===== config.mk =====
export PLATFORM = sky130hd
export DESIGN_NAME = wrptr_ctrl_flat
export DESIGN_NICKNAME = d
export VERILOG_FILES = /design/src/rtl/fifo_pkg.sv /design/src/rtl/wrptr_ctrl_if.sv /design/src/rtl/ptr_sync.sv /design/src/rtl/wrptr_ctrl.sv /design/src/flat_wrapper.sv
export SDC_FILE = /design/constraint.sdc
export NUM_CORES = 1
export LEC_CHECK = 0
export CORE_ASPECT_RATIO = 1.5
export CORE_UTILIZATION = 35
export CTS_CLUSTER_SIZE = 28
export DETAILED_ROUTE_END_ITERATION = 8
export RECOVER_POWER = 25
export SLEW_MARGIN = 20
export SYNTH_ARGS = -nofsm -noshare
export SYNTH_HDL_FRONTEND = slang
export SYNTH_HIERARCHICAL = 1
export SYNTH_SLANG_ARGS = --single-unit

===== constraint.sdc =====
create_clock -name wrclk -period 3.03 [get_ports wrclk]
set_clock_uncertainty 0.2 [all_clocks]
set_input_delay 0.303 -clock wrclk [delete_from_list [all_inputs] [get_ports wrclk]]
set_output_delay 0.303 -clock wrclk [all_outputs]
set_load 0.1 [all_outputs]

===== src/rtl/fifo_pkg.sv =====
// Shared dual-clock FIFO helpers: Gray/binary conversion and depth calculation.
// Functions work on the widest legal pointer; callers cast to their own width.
package fifo_pkg;

    localparam int unsigned PTR_MAXW = 13;

    typedef logic [PTR_MAXW-1:0] ptr_t;

    function automatic ptr_t bin2gray(input ptr_t b);
        return b ^ (b >> 1);
    endfunction

    // Fold from the MSB down; zero-extended upper bits leave the result unchanged.
    function automatic ptr_t gray2bin(input ptr_t g);
        ptr_t b;
        b[PTR_MAXW-1] = g[PTR_MAXW-1];
        for (int i = int'(PTR_MAXW) - 2; i >= 0; i--) begin
            b[i] = b[i+1] ^ g[i];
        end
        return b;
    endfunction

    function automatic int unsigned fifo_depth(input int unsigned ptr_width);
        return 32'(1) << ptr_width;
    endfunction

endpackage


===== src/rtl/wrptr_ctrl_if.sv =====
// Write-side pointer controller bus: write request, read pointer in, pointers and flags out.
interface wrptr_ctrl_if #(
    parameter int unsigned PTR_WIDTH = 3
);

    logic                 wr_en;
    logic [PTR_WIDTH:0]   g_rdptr;
    logic                 ovf_clr;
    logic                 wr_accept;
    logic [PTR_WIDTH-1:0] wr_addr;
    logic [PTR_WIDTH:0]   b_wrptr;
    logic [PTR_WIDTH:0]   g_wrptr;
    logic                 fifo_full;
    logic                 almost_full;
    logic [PTR_WIDTH:0]   wr_count;
    logic                 overflow;

    modport master (
        output wr_en, g_rdptr, ovf_clr,
        input  wr_accept, wr_addr, b_wrptr, g_wrptr, fifo_full, almost_full, wr_count, overflow
    );

    modport slave (
        input  wr_en, g_rdptr, ovf_clr,
        output wr_accept, wr_addr, b_wrptr, g_wrptr, fifo_full, almost_full, wr_count, overflow
    );

endinterface


===== src/rtl/ptr_sync.sv =====
// Multi-flop synchroniser for a Gray pointer crossing into this clock domain.
module ptr_sync #(
    parameter int unsigned WIDTH  = 4,
    parameter int unsigned STAGES = 2
) (
    input  logic             clk,
    input  logic             rst_n,
    input  logic [WIDTH-1:0] d,
    output logic [WIDTH-1:0] q
);

    logic [WIDTH-1:0] stage_q [STAGES];

    always_ff @(posedge clk) begin
        if (!rst_n) begin
            for (int i = 0; i < int'(STAGES); i++) begin
                stage_q[i] <= '0;
            end
        end else begin
            stage_q[0] <= d;
            for (int i = 1; i < int'(STAGES); i++) begin
                stage_q[i] <= stage_q[i-1];
            end
        end
    end

    assign q = stage_q[STAGES-1];

endmodule


===== src/rtl/wrptr_ctrl.sv =====
// Write-domain pointer controller: pointers, fill level, full/almost-full and sticky overflow.
// Flags are computed from the next write pointer so they track an accepted write at the same edge.
module wrptr_ctrl
    import fifo_pkg::*;
#(
    parameter int unsigned PTR_WIDTH   = 3,
    parameter int unsigned SYNC_STAGES = 2,
    parameter int unsigned AF_LEVEL    = 6
) (
    input  logic         wrclk,
    input  logic         wrrst_n,
    wrptr_ctrl_if.slave  bus
);

    localparam int unsigned PW1 = PTR_WIDTH + 1;

    logic [PTR_WIDTH:0] g_rdptr_sync;
    logic [PTR_WIDTH:0] b_rdptr_sync;
    logic [PTR_WIDTH:0] b_wrptr_q;
    logic [PTR_WIDTH:0] g_wrptr_q;
    logic [PTR_WIDTH:0] wr_count_q;
    logic               fifo_full_q;
    logic               almost_full_q;
    logic               overflow_q;

    logic               wr_accept_c;
    logic [PTR_WIDTH:0] b_wrptr_next;
    logic [PTR_WIDTH:0] g_wrptr_next;
    logic [PTR_WIDTH:0] level_next;
    logic [PTR_WIDTH:0] full_ptr;
    logic               full_next;
    logic               af_next;
    logic               ovf_next;

    ptr_sync #(
        .WIDTH  (PW1),
        .STAGES (SYNC_STAGES)
    ) u_rd_sync (
        .clk   (wrclk),
        .rst_n (wrrst_n),
        .d     (bus.g_rdptr),
        .q     (g_rdptr_sync)
    );

    // Full when the write pointer is a whole lap ahead: top two Gray bits inverted.
    always_comb begin
        wr_accept_c  = bus.wr_en & ~fifo_full_q;
        b_wrptr_next = b_wrptr_q + PW1'(wr_accept_c);
        g_wrptr_next = PW1'(bin2gray(PTR_MAXW'(b_wrptr_next)));
        b_rdptr_sync = PW1'(gray2bin(PTR_MAXW'(g_rdptr_sync)));
        level_next   = b_wrptr_next - b_rdptr_sync;
        full_ptr     = {~g_rdptr_sync[PTR_WIDTH -: 2], g_rdptr_sync[PTR_WIDTH-2:0]};
        full_next    = (g_wrptr_next == full_ptr);
        af_next      = (level_next >= PW1'(AF_LEVEL));
        ovf_next     = overflow_q;
        if (bus.wr_en && fifo_full_q) begin
            ovf_next = 1'b1;
        end else if (bus.ovf_clr) begin
            ovf_next = 1'b0;
        end
    end

    always_ff @(posedge wrclk) begin
        if (!wrrst_n) begin
            b_wrptr_q     <= '0;
            g_wrptr_q     <= '0;
            wr_count_q    <= '0;
            fifo_full_q   <= 1'b0;
            almost_full_q <= 1'b0;
            overflow_q    <= 1'b0;
        end else begin
            b_wrptr_q     <= b_wrptr_next;
            g_wrptr_q     <= g_wrptr_next;
            wr_count_q    <= level_next;
            fifo_full_q   <= full_next;
            almost_full_q <= af_next;
            overflow_q    <= ovf_next;
        end
    end

    assign bus.wr_accept   = wr_accept_c;
    assign bus.wr_addr     = b_wrptr_q[PTR_WIDTH-1:0];
    assign bus.b_wrptr     = b_wrptr_q;
    assign bus.g_wrptr     = g_wrptr_q;
    assign bus.wr_count    = wr_count_q;
    assign bus.fifo_full   = fifo_full_q;
    assign bus.almost_full = almost_full_q;
    assign bus.overflow    = overflow_q;

endmodule


===== src/flat_wrapper.sv =====
// flat-port wrapper written by rule: the top's interface ports become plain ports
module wrptr_ctrl_flat import fifo_pkg::*;
#(
    parameter int unsigned PTR_WIDTH   = 3,
    parameter int unsigned SYNC_STAGES = 2,
    parameter int unsigned AF_LEVEL    = 6
)
  (wrclk, wrrst_n, bus_wr_en, bus_g_rdptr, bus_ovf_clr, bus_wr_accept, bus_wr_addr, bus_b_wrptr, bus_g_wrptr, bus_fifo_full, bus_almost_full, bus_wr_count, bus_overflow);
  wrptr_ctrl_if #(.PTR_WIDTH(PTR_WIDTH)) bus_i ();
  input  logic wrclk;
  input  logic wrrst_n;
  input wire logic [$bits(bus_i.wr_en)-1:0] bus_wr_en;
  input wire logic [$bits(bus_i.g_rdptr)-1:0] bus_g_rdptr;
  input wire logic [$bits(bus_i.ovf_clr)-1:0] bus_ovf_clr;
  output wire logic [$bits(bus_i.wr_accept)-1:0] bus_wr_accept;
  output wire logic [$bits(bus_i.wr_addr)-1:0] bus_wr_addr;
  output wire logic [$bits(bus_i.b_wrptr)-1:0] bus_b_wrptr;
  output wire logic [$bits(bus_i.g_wrptr)-1:0] bus_g_wrptr;
  output wire logic [$bits(bus_i.fifo_full)-1:0] bus_fifo_full;
  output wire logic [$bits(bus_i.almost_full)-1:0] bus_almost_full;
  output wire logic [$bits(bus_i.wr_count)-1:0] bus_wr_count;
  output wire logic [$bits(bus_i.overflow)-1:0] bus_overflow;
  assign bus_i.wr_en = bus_wr_en;
  assign bus_i.g_rdptr = bus_g_rdptr;
  assign bus_i.ovf_clr = bus_ovf_clr;
  assign bus_wr_accept = bus_i.wr_accept;
  assign bus_wr_addr = bus_i.wr_addr;
  assign bus_b_wrptr = bus_i.b_wrptr;
  assign bus_g_wrptr = bus_i.g_wrptr;
  assign bus_fifo_full = bus_i.fifo_full;
  assign bus_almost_full = bus_i.almost_full;
  assign bus_wr_count = bus_i.wr_count;
  assign bus_overflow = bus_i.overflow;
  wrptr_ctrl #(.PTR_WIDTH(PTR_WIDTH), .SYNC_STAGES(SYNC_STAGES), .AF_LEVEL(AF_LEVEL)) u_core (.wrclk(wrclk), .wrrst_n(wrrst_n), .bus(bus_i));
endmodule

; Yosys cells after proc, flatten, opt, wreduce, memory -nomap -nowiden
; Memories as Yosys holds them, arrays and structs flattened.
; Index checks and enable logic that the tools add are counted.
[op_classes]
addsub = 2
order_cmp = 1
eq_ne = 1
n_mux = 6
n_bitwise = 9
reduce_logical = 2
[op_table]
columns = operator, count
row1 = two-way mux 4 bit, 2
row2 = adder 4 x 1 -> 4 bit, 1
row3 = == test 4 bit, 1
row4 = >= comparator 4 x 3 -> 1 bit (second input constant), 1
row5 = two-way mux 1 bit, 4
row6 = subtractor 4 bit, 1
row7 = bitwise XOR 4 x 3 -> 4 bit, 1
row8 = bitwise XOR 1 bit, 3
row9 = NOT 2 bit, 1
row10 = bitwise OR 1 bit, 2
row11 = nonzero test 2 bit, 1
row12 = AND 1 bit, 1
row13 = logical AND 1 bit, 1
row14 = NOT 1 bit, 1
[word_totals]
register_bits = 15
mem_bits_rw = 8
inputBits = 8
out_inout_bits = 19
elab_cells = 28
n_memories = 1
[memory_table]
columns = memory, depth, width, rd, rd_ports_with_merged_regs, wr, line
row1 = u_core.u_rd_sync.stage_q, 2, 4, 2, 0, 2, ptr_sync.sv:12  ; logic [WIDTH-1:0] stage_q [STAGES];

; Longest topological paths before layout
; Gate-level depths: netlist (run 1).
[depth]
word_depth = 5
ltp_mapped = 9
depth_no_buf = 9

; Hierarchy
; The synthesis (run 1) kept the hierarchy.
[by_module_without_submodules]
columns = module, n_inst, cells_per_inst, area_each_um2, seq_area_each_um2
row1 = wrptr_ctrl, 1, 67, 684.4, 280.3
row2 = ptr_sync, 1, 20, 240.2, 160.2

; Least setup slack after synthesis (run 1)
; OpenSTA, ideal clock, no wires.
[synth_timing]
kind = register -> register
from = register u_core.fifo_full_q (netlist: u_core/bus.fifo_full)
to = register u_core.almost_full_q (netlist: u_core/bus.almost_full)
setup_ns = 0.134
arrival_ns = 3.806
required_ns = 2.696
slack_ns = -1.110
stages_incl_launch_ff = 10
path_buffers = 0
period_less_slack_ns = 4.140
cell_sequence = dfxtp_1 > nor2b_1 > ha_1 > ha_1 > xor2_2 > ha_1 > a21oi_1 > o21ai_0 > xnor3_1 > o22ai_1
[synth_between]
elab_chain_cells = 5
[synth_rtl]
columns = element, line
row1 = "start, declared", wrptr_ctrl.sv:22  ; logic fifo_full_q;
row2 = "start signal, assigned", wrptr_ctrl.sv:75  ; fifo_full_q <= full_next;
row3 = NOT 1 bit, wrptr_ctrl.sv:47  ; wr_accept_c = bus.wr_en & ~fifo_full_q;
row4 = AND 1 bit, wrptr_ctrl.sv:47
row5 = via bus_wr_accept, flat_wrapper.sv:15  ; output wire logic [$bits(bus_i.wr_accept)-1:0] bus_wr_accept;
row6 = adder 4 x 1 -> 4 bit, wrptr_ctrl.sv:48  ; b_wrptr_next = b_wrptr_q + PW1'(wr_accept_c);
row7 = via u_core.b_wrptr_next[2], wrptr_ctrl.sv:27  ; logic [PTR_WIDTH:0] b_wrptr_next;
row8 = subtractor 4 bit, wrptr_ctrl.sv:51  ; level_next = b_wrptr_next - b_rdptr_sync;
row9 = >= comparator 4 x 3 -> 1 bit, wrptr_ctrl.sv:54  ; af_next = (level_next >= PW1'(AF_LEVEL));
row10 = "end signal, assigned", wrptr_ctrl.sv:76  ; almost_full_q <= af_next;
row11 = "end, declared", wrptr_ctrl.sv:23  ; logic almost_full_q;
; The timed path passes the listed nets, and every way through them passes these cells.
; A chain may end at the register's enable or synchronous reset.

; Worst setup path after layout (run 1)
[layout_timing]
from = input port bus_wr_en
to = register u_core.almost_full_q (netlist: u_core/bus.almost_full)
[layout_between]
elab_chain_cells = 4
[layout_rtl]
columns = element, line
row1 = "start, declared", flat_wrapper.sv:12  ; input wire logic [$bits(bus_i.wr_en)-1:0] bus_wr_en;
row2 = AND 1 bit, wrptr_ctrl.sv:47
row3 = adder 4 x 1 -> 4 bit, wrptr_ctrl.sv:48
row4 = via u_core.b_wrptr_next[2], wrptr_ctrl.sv:27
row5 = subtractor 4 bit, wrptr_ctrl.sv:51
row6 = >= comparator 4 x 3 -> 1 bit, wrptr_ctrl.sv:54
; The timed path passes the listed nets, and every way through them passes these cells.

==> impl_metrics.yaml, run 1 <==
outcome:
  outcome: "complete, but fails checks"
  violations: "DRC"
sta:
  worst_slew_margin_rel: 0.233
  worst_pin_slew_ns: 1.16
  fmax_ghz: 0.399
  finalSetupTns_ns: 0
  period_share: 0.827
  final_hold_viol_count: 0
  fin_crit_ns: 2.50
  setup-violations-final: 0
  rsz0062_at_grt: "no"
  slew_violations: 0
  hold_slack_ns: 0.240
clock_network:
  h-tree-depth: 1
  post_cts_buffers: 0
  cts_resized: 0
  clockBufferDepth: 2
  cts-buffers-inserted: 3
  path_clk_slew_ns: 0.11
  cts_hold_buf: 0
  cts_tree: "yes"
  clockRootBuffer: "clkbuf_4"
  cts_sinks: 22
  clk_latency_ns: 0.29
finish:
  drive_gt1_frac: 0.262
  diodes: 0
  areaGrowthSynthToFinish_pct: 22.3
  final_nets: 123
  fin_area_um2: 1130
logic_synthesis:
  synth_seq_cells: 22
  seq_area_frac_synth: 0.476
  synth_compound_area_frac: 0.0447
  synthMuxAreaShare: 0
  synth_fa_ha_area_frac: 0.0893
  synth_area_per_cell_um2: 10.6
  synth_edf_count: 0
  synth-simple-area-share: 0.156
  synth_top_family_by_area: "simple AND/OR/NAND/NOR gates"
  async_flop_share: 0
  synth_cells: 87
  yosysWarnings: 6
  ys_types: 23
  synth-xor-area-share: 0.145
  ys.flop_type: "dfxtp_1"
  syn_area_um2: 925
  syn-num-nets: 101
critical_path:
  crit_fanout: 6
  slowest_stage: "clkdlybuf4s50_1"
  max_stage_delay_ns: 0.48
  required_ns: 3.01
  crit_chain: "clkdlybuf4s50_1, nor2b_4, ha_1, ha_1, xor2_2, ha_1, a21oi_1, o21ai_0, xnor3_1, o22ai_1"
  cp-start-kind: "primary input"
  crit_type: "primary input to flop"
  worstPathArrival_ns: 2.49
  critPathMostFrequentCell: "ha_1"
  endpoint_kind: "flop"
power:
  vdd_ir_drop_max_mv: 0.259
  power.total_w: 0.000772
  power_frac_seq: 0.422
  share_comb_of_total_power: 0.415
  powerDensity_nw_per_um2: 683
  power_switching_w: 0.000332
  p_sw_frac: 0.430
  power.leakage_nw: 0.531
  clockPowerShare: 0.163
  intPower_w: 0.000440
routing:
  ant_nets: 0
  vias_per_cell: 4.59
  vias: 601
  wl_per_cell_um: 10.2
  routed_wl_mm: 1.34
  dr.pass1.iters: 8
  drt_first_iter_violations: 7
  drc: 2
floorplan:
  top_level_ports: 27
  rows: 22
  coreArea_um2: 2480
  initial_core_util: 0.373
  die-area_um2: 2860
  die_w_um: 44.0
  die-height_um: 65.0
place:
  gp_congestion: 0.667
  io_buffers: 26
  hpwl_mm: 1.04
  placed_cell_area_um2: 1110
grt:
  grt_max_degree: 13
  grt_overflow: 0
  grt_antenna_before_repair: 0
  grt_pass1_vias: 540
  grt_pass1_wl_mm: 2.19
  grt_use_total: 0.106
worst_hold_path:
  hold_path.class: "flop to flop"
job:
  maxCapViolCount: 0
[cell usage after synthesis, drive strengths merged, types with 2 or more instances]
library cell | instances | share of area
nand2 | 4 | 0.016
nor2 | 7 | 0.028
xor2 | 6 | 0.073
buf | 8 | 0.065
dfxtp | 22 | 0.48
xnor2 | 5 | 0.047
ha | 5 | 0.068
a21oi | 3 | 0.016
and2 | 10 | 0.068
nand3 | 2 | 0.016
inv | 5 | 0.020
[through the flow]
step	util	std cells	worst slack (ns)
final	0.457	131	0.525
after global routing	0.457	131	0.362
after CTS	0.458	131	0.506
after detailed placement	0.449	128	0.187
after global placement	0.449	128	0.265
after floorplan	-	87	0.0899
[sequential cells by signal (all words and copies together), names as in the netlist]
name and cells:
u_core/bus.overflow 1, u_core/bus.wr_count 4, u_core/bus.fifo_full 1, u_core/bus.b_wrptr 4, u_core/u_rd_sync/stage_q 8, u_core/bus.g_wrptr 3, u_core/bus.almost_full 1
[cell families (layout without fill, tap and decap cells)]
logic type / count (synthesis) / count (layout)
DFF: 22 / 22
and+or+nand+nor: 27 / 27
xor gates and xnor gates: 12 / 12
AOI/OAI and AO/OA: 6 / 6
buffers and inverters: 14 / 34
adders and majority gates: 6 / 6
[critical path, delay by kind of cell]
family                     cells  cell delay, ns
buffers and inverters          1            0.48
AOI/OAI and AO/OA              3            0.32
xor gates and xnor gates       2            0.51
and+or+nand+nor                1            0.15
adders and majority gates      3            0.72
[cell usage in the layout (no fill, tap or decap), types with 2 or more instances in the layout]
cell             Yosys  final
nand2_1              4      4
nor2_1               7      7
xor2_2               2      2
a21oi_1              3      3
clkbuf_4             0      3
and2_0               0      2
dfxtp_1             22     21
and2_1              10      8
inv_1                5      5
xor2_1               4      4
ha_1                 5      5
clkdlybuf4s50_1      0      6
buf_4                8     18
xnor2_1              5      5
[power by group through the flow]
stage                     Clock, W  Sequential, W  Combinational [W]
after floorplan                  0       0.000493           0.000109
after global placement           0       0.000333           0.000325
after detailed placement         0       0.000334           0.000325
after CTS                 0.000135       0.000327           0.000325
after global routing      0.000148       0.000329           0.000337
final                     0.000126       0.000326           0.000320
[path summary, 6_finish.rpt]
| path | cells after the start | startpoint | to | slack (ns) |
|---|---|---|---|---|
| max | 10 | bus_wr_en | u_core/bus.almost_full$_SDFF_PN0_ | 0.53 |
| min | 1 | u_core/u_rd_sync/stage_q[0][2]$_SDFF_PN0_ | u_core/u_rd_sync/stage_q[0][6]$_SDFF_PN0_ | 0.24 |
| max reg2reg | 9 | u_core/bus.fifo_full$_SDFF_PN0_ | u_core/bus.almost_full$_SDFF_PN0_ | 0.70 |
| min reg2reg | 1 | u_core/u_rd_sync/stage_q[0][2]$_SDFF_PN0_ | u_core/u_rd_sync/stage_q[0][6]$_SDFF_PN0_ | 0.24 |
[layer usage]
| metal | track usage | vias to the layer above | wire, µm | part of all wire |
|---|---|---|---|---|
| li1 | - | 306 | - | - |
| met1 | 0.106 | 273 | 516 | 0.39 |
| met2 | 0.188 | 20 | 723 | 0.54 |
| met3 | 0.0167 | 2 | 77 | 0.058 |
| met4 | 0.0795 | 0 | 21 | 0.016 |
| met5 | 0 | - | 0 | 0 |
[cell type report]
class | count | area [µm²]
fill | 270 | 1350
sequential | 22 | 442
multi-input combinational | 51 | 409
timing repair buffer | 26 | 209
tap | 24 | 30.0
clock buffer | 3 | 22.5
inverter | 5 | 18.8
Power figures use the tool's default switching activity.
==> run 2: changes to the inputs <==
==> constraint.sdc (replaced) <==
create_clock -name wrclk -period 2.3 [get_ports wrclk]
set_clock_uncertainty 0.2 [all_clocks]
set_input_delay 0.23 -clock wrclk [delete_from_list [all_inputs] [get_ports wrclk]]
set_output_delay 0.23 -clock wrclk [all_outputs]
set_load 0.1 [all_outputs]
==> run 2 against run 1 <==
  * Die area did not move
  * Global-route usage increased by 1.9 points
  * Routed wire length grew 8.5%
  * The flow still finishes with violations (DRC)
  * Clock-buffer cell count is 1 higher
  * Cell count increased by 9.9%
  * Highest routed layer unchanged
==> impl_metrics.yaml, run 2 (same netlist as run 1, synthesis figures left out) <==
outcome:
  outcome: "complete, but fails checks"
  violations: "DRC"
grt:
  grt_pass1_wl_mm: 2.60
  met2_usage: 0.218
  top_usage_layer: "met2"
  grt_pass1_vias: 647
  grt_use_met1: 0.134
  grt_use_total: 0.126
  gr-usage-met3: 0.0167
  grt_max_degree: 13
  grt_overflow: 0
  grt_antenna_before_repair: 0
clock_network:
  cts_sinks: 22
  cts_resized: 0
  clockBufferDepth: 2
  post_cts_buffers: 0
  path_clk_slew_ns: 0.11
  clk_latency_ns: 0.30
  cts-buffers-inserted: 3
  cts_tree: "yes"
  clockRootBuffer: "clkbuf_4"
  h-tree-depth: 1
  cts_hold_buf: 0
finish:
  multi_input_area_um2: 479
  regMostFlops: "u_core/u_rd_sync/stage_q"
  fin_util: 0.536
  fin_area_um2: 1330
  final_nets: 135
  largest_reg_flops: 8
  diodes: 0
  drive_gt1_frac: 0.433
  final_cell_count_no_fill: 144
  layout_commonest_cell: "buf_4"
  register_area_um2: 448
  fillerInstances: 238
  areaGrowthSynthToFinish_pct: 43.6
  final_cell_mix: "buf_4 (30), dfxtp_1 (18), and2_1 (10)"
critical_path:
  cp.buffers_inverters: 1
  crit_path_end: "u_core/bus.almost_full$_SDFF_PN0_"
  max_stage_delay_ns: 0.48
  crit_chain: "clkdlybuf4s50_1, nor2b_4, ha_4, ha_4, xor2_4, ha_4, a21oi_2, o21ai_1, xnor3_1, o22ai_1"
  slowest_stage: "clkdlybuf4s50_1"
  crit_cells: 10
  required_ns: 2.28
  reg2reg_setup_slack_ns: 0.15
  worstPathArrival_ns: 2.16
  crit_family: "adder cells"
  startpoint: "bus_wr_en"
  crit_fanout: 5
  r2r_start: "u_core/u_rd_sync/stage_q[0][7]$_SDFF_PN0_"
  endpoint_kind: "flop"
  critPathMostFrequentCell: "ha_4"
  r2r_end: "u_core/bus.almost_full$_SDFF_PN0_"
  cp-start-kind: "primary input"
  crit_type: "primary input to flop"
  rr_worst_depth: 8
sta:
  fin_crit_ns: 2.18
  final_hold_viol_count: 0
  fmax_ghz: 0.460
  slew_violations: 0
  setup-violations-final: 0
  period_share: 0.946
  worst_slew_margin_rel: 0.765
  worst_pin_slew_ns: 0.352
  rsz0062_at_grt: "no"
routing:
  wl_per_cell_um: 10.1
  vias: 634
  drt_first_iter_violations: 11
  dr.pass1.iters: 8
  routed_wl_mm: 1.45
  vias_per_cell: 4.40
  drc: 1
  ant_nets: 0
place:
  placed_cell_area_um2: 1270
  placed_cells: 140
  hpwl_mm: 1.13
  io_buffers: 26
  gp_congestion: 0.706
floorplan:
  die_w_um: 44.0
  initial_core_util: 0.373
  rows: 22
  top_level_ports: 27
  coreArea_um2: 2480
  die-height_um: 65.0
  die-area_um2: 2860
power:
  vdd_ir_drop_max_mv: 0.479
  powerDensity_nw_per_um2: 835
  power.leakage_nw: 0.607
job:
  maxCapViolCount: 0
worst_hold_path:
  hold_path.class: "flop to flop"
-- run 2: per-stage QoR --
step / setup WS (ns) / hold WS, ns / setup TNS, ns / total power (W)
2_1_floorplan: -0.394 / 0.146 / -1.26 / 0.000807
3_3_place_gp: -0.171 / 0.210 / -0.460 / 0.000913
3_5_place_dp: -0.239 / 0.220 / -0.573 / 0.000914
4_1_cts: 0.0471 / 0.250 / 0 / 0.00112
5_1_grt: 0.00115 / 0.264 / 0 / 0.00117
6_report: 0.125 / 0.247 / 0 / 0.00111
-- run 2: layer usage --
metal	wire length (µm)	vias up	part of all wire
li1	-	330	-
met1	557	282	0.38
met2	799	20	0.55
met3	70	2	0.048
met4	24	0	0.017
met5	0	-	0
-- run 2: final cells by class --
class | instances | area share
Multi-Input combinational cell | 51 | 0.361
Timing Repair Buffer | 38 | 0.238
Clock buffer | 4 | 0.0273
Inverter | 5 | 0.0141
Tap cell | 24 | 0.0226
Sequential cell | 22 | 0.337
-- run 2: where the power goes --
part	total (W)	internal, W	switching [W]
clock network	0.000203	0.0000965	0.000106
logic	0.000474	0.000142	0.000332
registers	0.000431	0.000416	0.0000152
total	0.00111	0.000655	0.000454
-- run 2: worst min-delay path by stage --
stage	start	end	slack [ns]	cells past startpoint
after CTS	u_core/u_rd_sync/stage_q[0][3]$_SDFF_PN0_	u_core/u_rd_sync/stage_q[0][7]$_SDFF_PN0_	0.25	1
after global placement	u_core/u_rd_sync/stage_q[0][2]$_SDFF_PN0_	u_core/u_rd_sync/stage_q[0][6]$_SDFF_PN0_	0.21	1
final	u_core/u_rd_sync/stage_q[0][2]$_SDFF_PN0_	u_core/u_rd_sync/stage_q[0][6]$_SDFF_PN0_	0.25	1
after global routing	u_core/u_rd_sync/stage_q[0][1]$_SDFF_PN0_	u_core/u_rd_sync/stage_q[0][5]$_SDFF_PN0_	0.26	1
after floorplan	wrrst_n	u_core/bus.wr_count[2]$_SDFF_PN0_	0.15	2
after detailed placement	u_core/u_rd_sync/stage_q[0][3]$_SDFF_PN0_	u_core/u_rd_sync/stage_q[0][7]$_SDFF_PN0_	0.22	1
==> run 3: changes to the inputs <==
--- a/config.mk
+++ b/config.mk
@@ -7,8 +7,10 @@
 export LEC_CHECK = 0
 export CORE_ASPECT_RATIO = 1.5
 export CORE_UTILIZATION = 35
+export CTS_CLUSTER_DIAMETER = 40
 export CTS_CLUSTER_SIZE = 28
 export DETAILED_ROUTE_END_ITERATION = 8
+export GPL_TIMING_DRIVEN = 0
 export RECOVER_POWER = 25
 export SLEW_MARGIN = 20
 export SYNTH_ARGS = -nofsm -noshare
==> run 3 against run 2 <==
  * The run now ends clean
  * Via count rose by 3.6%
  * Sequential share of layout area down 1.4 points
  * Sequential power about the same
  * Clock-buffer cell count is the same
  * Die area unchanged
  * Power grew 0.16%
  * Cell count up 1.4%
  * Register-to-register slack gained 0.02 ns
  * Maximum frequency decreased by 2.7%
  * Non-clock buffer count increased by 2
  * Routed wire length up 2.1%
  * Combinational power is essentially flat
  * Critical endpoint is now bus_fifo_full
  * Largest cell class unchanged
  * Highest routed layer unchanged
==> impl_metrics.yaml, run 3 (same netlist as run 1, synthesis figures left out) <==
critical_path:
  worstPathArrival_ns: 1.80
  rr_worst_depth: 10
  r2r_start: "u_core/u_rd_sync/stage_q[0][6]$_SDFF_PN0_"
  r2r_end: "u_core/bus.almost_full$_SDFF_PN0_"
  required_ns: 1.87
  max_stage_delay_ns: 1.12
  reg2reg_setup_slack_ns: 0.17
  crit_type: "flop to output pin"
  cp.buffers_inverters: 1
  slowest_stage: "clkdlybuf4s50_1"
  crit_fanout: 3
  endpoint_kind: "output pin"
  crit_family: "buffers and inverters"
  crit_chain: "clkdlybuf4s50_1"
  cp-start-kind: "flop"
finish:
  fillerInstances: 227
  drive_gt1_frac: 0.270
  final_cell_mix: "dfxtp_1 (20), clkdlybuf4s50_1 (16), buf_4 (13)"
  regMostFlops: "u_core/u_rd_sync/stage_q"
  largest_reg_flops: 8
  diodes: 0
  fin_util: 0.556
  layout_commonest_cell: "dfxtp_1"
  areaGrowthSynthToFinish_pct: 49.0
  final_nets: 137
power:
  power.total_w: 0.00111
  power.leakage_nw: 0.627
  share_comb_of_total_power: 0.428
  power_frac_seq: 0.385
  power_switching_w: 0.000455
  p_sw_frac: 0.410
  clockPowerShare: 0.186
  vdd_ir_drop_max_mv: 0.401
  intPower_w: 0.000655
  powerDensity_nw_per_um2: 806
routing:
  drc: 0
  dr.pass1.iters: 6
  vias: 657
  ant_nets: 0
  drt_first_iter_violations: 13
  routed_wl_mm: 1.48
  vias_per_cell: 4.50
  wl_per_cell_um: 10.1
floorplan:
  coreArea_um2: 2480
  top_level_ports: 27
  die-area_um2: 2860
  die-height_um: 65.0
  initial_core_util: 0.373
  rows: 22
  die_w_um: 44.0
grt:
  grt_antenna_before_repair: 0
  grt_overflow: 0
  grt_use_total: 0.123
  grt_max_degree: 13
  grt_pass1_vias: 626
  grt_pass1_wl_mm: 2.57
sta:
  fmax_ghz: 0.447
  worst_pin_slew_ns: 0.973
  slew_violations: 0
  final_hold_viol_count: 0
  rsz0062_at_grt: "no"
  worst_slew_margin_rel: 0.349
  hold_slack_ns: 0.246
  setup-violations-final: 0
  setup_ws_ns: 0.0651
  fin_crit_ns: 2.23
  finalSetupTns_ns: 0
  period_share: 0.972
worst_hold_path:
  hold_end: "u_core/u_rd_sync/stage_q[0][6]$_SDFF_PN0_"
  hold_path.class: "flop to flop"
  hp-start: "u_core/u_rd_sync/stage_q[0][2]$_SDFF_PN0_"
  whs_path_depth: 1
clock_network:
  clockBufferDepth: 2
  clk_latency_ns: 0.30
  cts-buffers-inserted: 3
  cts_tree: "yes"
  h-tree-depth: 1
  cts_sinks: 22
  cts_hold_buf: 0
  clockRootBuffer: "clkbuf_4"
  path_clk_slew_ns: 0.12
outcome:
  outcome: "complete, no violations"
job:
  maxCapViolCount: 0
place:
  io_buffers: 26
  hpwl_mm: 1.11
  place_ws_ns: -0.275
  gp_congestion: 0.714
==> run 3: cell count changes in the layout (fill, tap and decap cells not counted), moves of 2 or more <==
cell,previous run,this run
dlygate4sd2_1,0,8
clkdlybuf4s50_1,6,16
buf_4,30,13
dfxtp_2,3,1
dfxtp_1,18,20
==> run 3: worst max path at each step <==
stage | from | slack, ns | to | depth (start not counted)
after global placement | bus_wr_en | -0.26 | u_core/bus.fifo_full$_SDFF_PN0_ | 8
after detailed placement | bus_wr_en | -0.27 | u_core/bus.fifo_full$_SDFF_PN0_ | 8
after global routing | bus_wr_en | 0.01 | u_core/bus.almost_full$_SDFF_PN0_ | 10
after floorplan | u_core/bus.fifo_full$_SDFF_PN0_ | -0.39 | u_core/bus.fifo_full$_SDFF_PN0_ | 7
after CTS | u_core/u_rd_sync/stage_q[0][7]$_SDFF_PN0_ | 0.005 | u_core/bus.almost_full$_SDFF_PN0_ | 9
final | u_core/bus.fifo_full$_SDFF_PN0_ | 0.07 | bus_fifo_full | 1
==> run 3: cell type report <==
class / count / area (µm²) / share of cell area
Buffer: 9 / 63.8 / 0.0463
Tap cell: 24 / 30.0 / 0.0218
Clock buffer: 4 / 36.3 / 0.0263
Multi-Input combinational cell: 51 / 493 / 0.358
Timing Repair Buffer: 31 / 290 / 0.211
Inverter: 5 / 18.8 / 0.0136
Sequential cell: 22 / 445 / 0.323
==> run 3: layer usage <==
metal  part of all wire  track usage  wire, µm  up-vias
met5                  0            0         0        -
met4              0.016       0.0795        24        0
met3              0.053       0.0167        78        2
met2               0.56        0.231       826       24
met1               0.37        0.118       551      299
li1                   -            -         -      332
==> run 3: per-stage QoR <==
stage	cell area (µm²)	std cells
final	1380	146
after global routing	1380	146
after CTS	1340	142
after detailed placement	1280	137
after global placement	1280	137
after floorplan	992	87
==> run 3: worst register-to-register path, delay by kind of cell (launching register included) <==
kind                       cells  cell delay, ns
AOI/OAI and AO/OA              1            0.15
xor gates and xnor gates       3            0.53
adders and majority gates      1            0.35
buffers and inverters          4            0.43
DFF                            1            0.32
and+or+nand+nor                1            0.08
==> run 3: timing repair <==
item / CTS / global route
pin swaps: 1 / 3
buffers inserted: 1 / 4
endpoints found under the setup margin: 11 / 4
gates resized for setup: 10 / 3
endpoints found under the hold margin: 0 / 0
==> run 3: power by group through the flow <==
| stage | Sequential [W] | Clock, W | Combinational, W |
|---|---|---|---|
| 3_3_place_gp | 0.000436 | 0 | 0.000467 |
| 2_1_floorplan | 0.000650 | 0 | 0.000157 |
| 5_1_grt | 0.000433 | 0.000233 | 0.000501 |
| 6_report | 0.000428 | 0.000207 | 0.000476 |
| 4_1_cts | 0.000429 | 0.000219 | 0.000471 |
| 3_5_place_dp | 0.000438 | 0 | 0.000468 |
